===== src/rtl/r_diag_serial.sv =====
// Serial generator for the diagonal of the measurement-noise covariance R, one channel per clock.
// Optional R_FLOOR_EN clamps every diagonal entry to at least R_MIN.

`ifndef FXP_N
`define FXP_N 16
`endif
`ifndef FXP_FRAC
`define FXP_FRAC 8
`endif

module r_diag_serial #(
    parameter int                    N     = `FXP_N,
    parameter int                    FRAC  = `FXP_FRAC,
    parameter int                    M     = 2,
    parameter logic signed [N-1:0]   R_MIN = '0
) (
    input  logic           clk,
    input  logic           rst_n,
    input  logic           start,
    input  logic [N-1:0]   beta,
    input  logic [M*N-1:0] sigma_a_flat,
    input  logic [M*N-1:0] sigma_b_flat,
    input  logic [M*N-1:0] z_flat,
    input  logic [M*N-1:0] zhat_flat,
    output logic           busy,
    output logic           done,
    output logic [M*N-1:0] R_diag_flat
);

    localparam int IW = (M > 1) ? $clog2(M) : 1;

    typedef enum logic {S_IDLE, S_RUN} state_t;

    state_t                r_state;
    state_t                w_state_nx;
    logic [IW-1:0]         r_idx;
    logic                  r_busy;
    logic                  r_done;
    logic [M*N-1:0]        r_rdiag;
    logic signed [N-1:0]   r_beta;
    logic signed [N-1:0]   r_sa [M];
    logic signed [N-1:0]   r_sb [M];
    logic signed [N-1:0]   r_z  [M];
    logic signed [N-1:0]   r_zh [M];
    logic [N-1:0]          r_w  [M];

    logic                  w_accept;
    logic                  w_last;
    logic signed [N-1:0]   w_pa;
    logic signed [N-1:0]   w_pb;
    logic signed [N-1:0]   w_l;
    logic signed [N-1:0]   w_r;
    logic signed [N-1:0]   w_d;
    logic signed [N-1:0]   w_abs;
    logic signed [N-1:0]   w_res;

    // Fixed-point multiply: full 2N-bit product, arithmetic shift, wrap to N bits.
    function automatic logic signed [N-1:0] mul_q(input logic signed [N-1:0] a,
                                                   input logic signed [N-1:0] b);
        logic signed [2*N-1:0] ax;
        logic signed [2*N-1:0] bx;
        logic signed [2*N-1:0] p;
        ax = (2*N)'(a);
        bx = (2*N)'(b);
        p  = (ax * bx) >>> FRAC;
        return p[N-1:0];
    endfunction

    always_comb begin
        w_state_nx = r_state;
        w_accept   = 1'b0;
        w_last     = 1'b0;
        case (r_state)
            S_IDLE: begin
                if (start) begin
                    w_accept   = 1'b1;
                    w_state_nx = S_RUN;
                end
            end
            S_RUN: begin
                if (r_idx == IW'(M - 1)) begin
                    w_last     = 1'b1;
                    w_state_nx = S_IDLE;
                end
            end
            default: w_state_nx = S_IDLE;
        endcase
    end

    always_comb begin
        w_pa  = mul_q(r_beta, r_sa[r_idx]);
        w_pb  = mul_q(r_beta, r_sb[r_idx]);
        w_l   = mul_q(w_pa, r_z[r_idx]);
        w_r   = mul_q(w_pb, r_zh[r_idx]);
        w_d   = w_l - w_r;
        // The most-negative difference has no positive twin; pin it to the largest positive value.
        if (w_d == {1'b1, {(N-1){1'b0}}})
            w_abs = {1'b0, {(N-1){1'b1}}};
        else if (w_d[N-1])
            w_abs = -w_d;
        else
            w_abs = w_d;
`ifdef R_FLOOR_EN
        w_res = (w_abs < R_MIN) ? R_MIN : w_abs;
`else
        w_res = w_abs;
`endif
    end

    always_ff @(posedge clk) begin
        if (!rst_n) begin
            r_state <= S_IDLE;
            r_idx   <= '0;
            r_busy  <= 1'b0;
            r_done  <= 1'b0;
            r_rdiag <= '0;
            r_beta  <= '0;
            for (int unsigned k = 0; k < M; k++) begin
                r_sa[k] <= '0;
                r_sb[k] <= '0;
                r_z[k]  <= '0;
                r_zh[k] <= '0;
                r_w[k]  <= '0;
            end
        end else begin
            r_state <= w_state_nx;
            r_done  <= w_last;
            if (w_accept) begin
                r_idx  <= '0;
                r_busy <= 1'b1;
                r_beta <= beta;
                for (int unsigned k = 0; k < M; k++) begin
                    r_sa[k] <= sigma_a_flat[k*N +: N];
                    r_sb[k] <= sigma_b_flat[k*N +: N];
                    r_z[k]  <= z_flat[k*N +: N];
                    r_zh[k] <= zhat_flat[k*N +: N];
                end
            end
            if (r_state == S_RUN) begin
                r_w[r_idx] <= w_res;
                if (w_last) begin
                    r_idx  <= '0;
                    r_busy <= 1'b0;
                    // Commit bypasses W for the final channel, which is written on this same edge.
                    for (int unsigned k = 0; k < M; k++)
                        r_rdiag[k*N +: N] <= (IW'(k) == r_idx) ? w_res : r_w[k];
                end else begin
                    r_idx <= r_idx + IW'(1);
                end
            end
        end
    end

    assign busy        = r_busy;
    assign done        = r_done;
    assign R_diag_flat = r_rdiag;

endmodule


===== config.mk =====
export PLATFORM = sky130hd
export DESIGN_NAME = r_diag_serial
export DESIGN_NICKNAME = d
export VERILOG_FILES = /design/src/rtl/r_diag_serial.sv
export SDC_FILE = /design/constraint.sdc
export NUM_CORES = 2
export LEC_CHECK = 0
export BUFFER_PORTS_ARGS = -buffer_cell sky130_fd_sc_hd__buf_2
export CORE_MARGIN = 5
export CORE_UTILIZATION = 57
export CTS_CLUSTER_SIZE = 25
export DETAILED_ROUTE_END_ITERATION = 16
export PLACE_DENSITY = 0.74
export SETUP_SLACK_MARGIN = 0.05
export SLEW_MARGIN = 20
export SYNTH_ARGS = -nofsm -noshare
export SYNTH_HDL_FRONTEND = slang
export SYNTH_SLANG_ARGS = --single-unit

===== constraint.sdc =====
create_clock -name clk -period 24.2 [get_ports clk]
set_clock_uncertainty 0.15 [all_clocks]
set_input_delay 3.63 -clock clk [delete_from_list [all_inputs] [get_ports clk]]
set_output_delay 3.63 -clock clk [all_outputs]
set_load 0.01 [all_outputs]

==> impl_results.md <==
- Worst setup EP type: register
- First-pass GRT wire length: 157.4 mm
- Nets@finish: 5306
- Critical Path Source Type: register
- Synth async-reset ratio: 0%
- Critical path data arrival time: 15910 ps
- Setup WS post-layout: 8416 ps
- # port buffers: 180
- Total clock sinks: 197
- Syn avg cell area: 9.603 µm²
- Die Width: 270.2 µm
- WS Path Type: reg -> reg
- Max-Cap Viols: 0
- Least-Margin Pin Slew: 1162 ps
- Die Span Y: 270.2 µm
- Number of flops mapped to enable cells by yosys: 144
- Main synth FF type: edfxtp_1
- Syn Inst Count: 4019
- Critical Path Fanout Max: 48
- Vias in the first global route: 29596
- CP max stage cell: dfxtp_4
- Post-route ant nets: 0
- Most frequent cells in the layout: inv_1 (810), fa_1 (745), nand2_1 (353)
- Final Max Tran Viols: 0
- CTS root buf: clkbuf_16
- Total die area: 73010 µm²
- Longest Clk Path Bufs: 2
- Residual DRC: 0
- Routed length per instance: 19.65 µm
- GRT Overall Usage: 27.28%
- #FFs+latches synth: 197
- H-tree depth: 4
- Worst-skew pair later-pin latency: 520 ps
- Mapped cell area: 38590 µm²
- Final period util: 65.22%
- Postcts setup bufs: 0
- CTS tree: done
- Register area share after synthesis: 13.95%
- FP Rows: 95
- 1st-pass router iterations: 6
- Hold Path Class: reg -> reg
- Slew Limit Headroom: 20.30%
- Initial core utilization: 57.47%
- Post-DR vias/cell: 5.616
- I/O pins: 181
- Clk slew on worst S/H paths: 80 ps
- Area Growth Syn to Fin: 6.429%
- Final Hold Fails: 0
- Worst path most repeated cell: fa_1
- Critical Path Max Stage Delay: 800 ps
- Dpl hpwl: 77.88 mm
- Final GP Congestion: 0.9477
- Synth unique cells: 88
- RSZ-0062 raised after global routing: false
- Met3 WL: 9.342 mm
- Met1 Wirelength: 39.77 mm
- CP required: 24320 ps
- Gr ovfl total: 0
- Commonest non-fill, non-tap cell in the layout: inv_1
- Post-CTS Resized: 0
- Layout cells sized above 1: 9.998%
- Max Clk Rate: 63.36 MHz
- Synth Net Count: 5207
- Syn. warnings: 0
- Status: completed
- CTS Buf Count: 17
- Top layer in use: met5
- Setup Total Neg Slack: 0 ps
- Final Setup Violations: 0
- Initial antenna violation count: 3
- Drt total wl: 98.37 mm
- Largest net degree at the start of global routing: 101
- Hold_buf cts: 0
- Total number of vias: 28113
- Core Footprint: 67160 µm²
- DRT iter0 DRCs: 2076
- DR WL met2: 46.12 mm
- DP Worst Slack: 8640 ps
- Fin crit period: 15780 ps
-- cell type report --
type,count,area [µm²]
flip-flops and latches,197,5389
fillers,5602,26080
inverters,812,3053
multi-input cells,2847,29540
well taps,873,1092
repair buffers,243,1376
clock buffers,18,429.2
clock inverters,14,187.7
diodes,2,5.005
-- state kept, by name, summed over array words and instances (netlist names), named ones only --
| signal | cells |
|---|---|
| R_diag_flat | 32 |
| busy | 1 |
| done | 1 |
| r_beta | 16 |
| r_idx | 1 |
| r_sa | 32 |
| r_sb | 32 |
| r_state | 1 |
| r_w | 16 |
| r_z | 32 |
| r_zh | 32 |
-- layer usage --
layer  global-route usage, %  vias up
met3                   7.657      215
met5                 0.06579        -
met1                   36.50    14115
met2                   43.86     1216
met4                   8.128        2
li1                        -    12565
-- synthesized netlist by cell type (31+ instances only) --
master    instances  area, µm²
nand2b_1         56      350.3
dfxtp_1          53       1061
and3_1          139      869.6
mux2_2           40      450.4
mux2i_1          36      360.4
edfxtp_1        144       4324
and2_1          224       1401
inv_1           811       3044
fa_1            745      14910
or2_2            31      193.9
a22o_1           33      289.0
o21ai_0          37      185.2
xor2_1           42      367.9
clkbuf_1        143      536.8
nand2_1         353       1325
xnor2_1         105      919.6
a21oi_1          65      325.3
nor2_1          334       1254
ha_1            296       3704
nor2b_1          44      275.3
-- final timing paths --
check        startpoint        endpoint  slack (ps)  cells after the start
max            register       r_w[0][1]        8420                     49
min           r_w[0][5]  R_diag_flat[5]         310                      1
max reg2reg    register       r_w[0][1]        8420                     49
min reg2reg   r_w[0][5]  R_diag_flat[5]         310                      1
-- worst max-delay path, delay by kind of cell (launching register included) --
family	cells	cell delay (ps)
buffers and inverters	8	1270
multiplexers	2	940
flip-flops	1	800
XOR/XNOR	2	970
adder cells (fa/ha/maj)	15	7040
AO/OA/AOI/OAI	13	2850
AND/OR/NAND/NOR	9	1420
-- stage by stage --
step	hold WS [ps]	utilization, %	cell area (µm²)	std cells
finish	314.5	61.16	41080	5006
global route	329.8	61.16	41070	5004
CTS	318.2	61.12	41050	5004
detailed placement	300.6	60.20	40430	4972
global placement	292.8	60.20	40430	4972
floorplan	285.8	-	38590	4019
-- kinds of logic after synthesis --
logic type / share of synthesized area, %
AO/OA/AOI/OAI: 5.158
XOR/XNOR: 3.952
adder cells (fa/ha/maj): 48.24
buffers and inverters: 9.661
flip-flops: 13.95
multiplexers: 2.522
AND/OR/NAND/NOR: 16.51
Power is left out: the tool's default activity adds up to more than one toggle a clock period on the data nets, which glitch-free logic cannot reach.
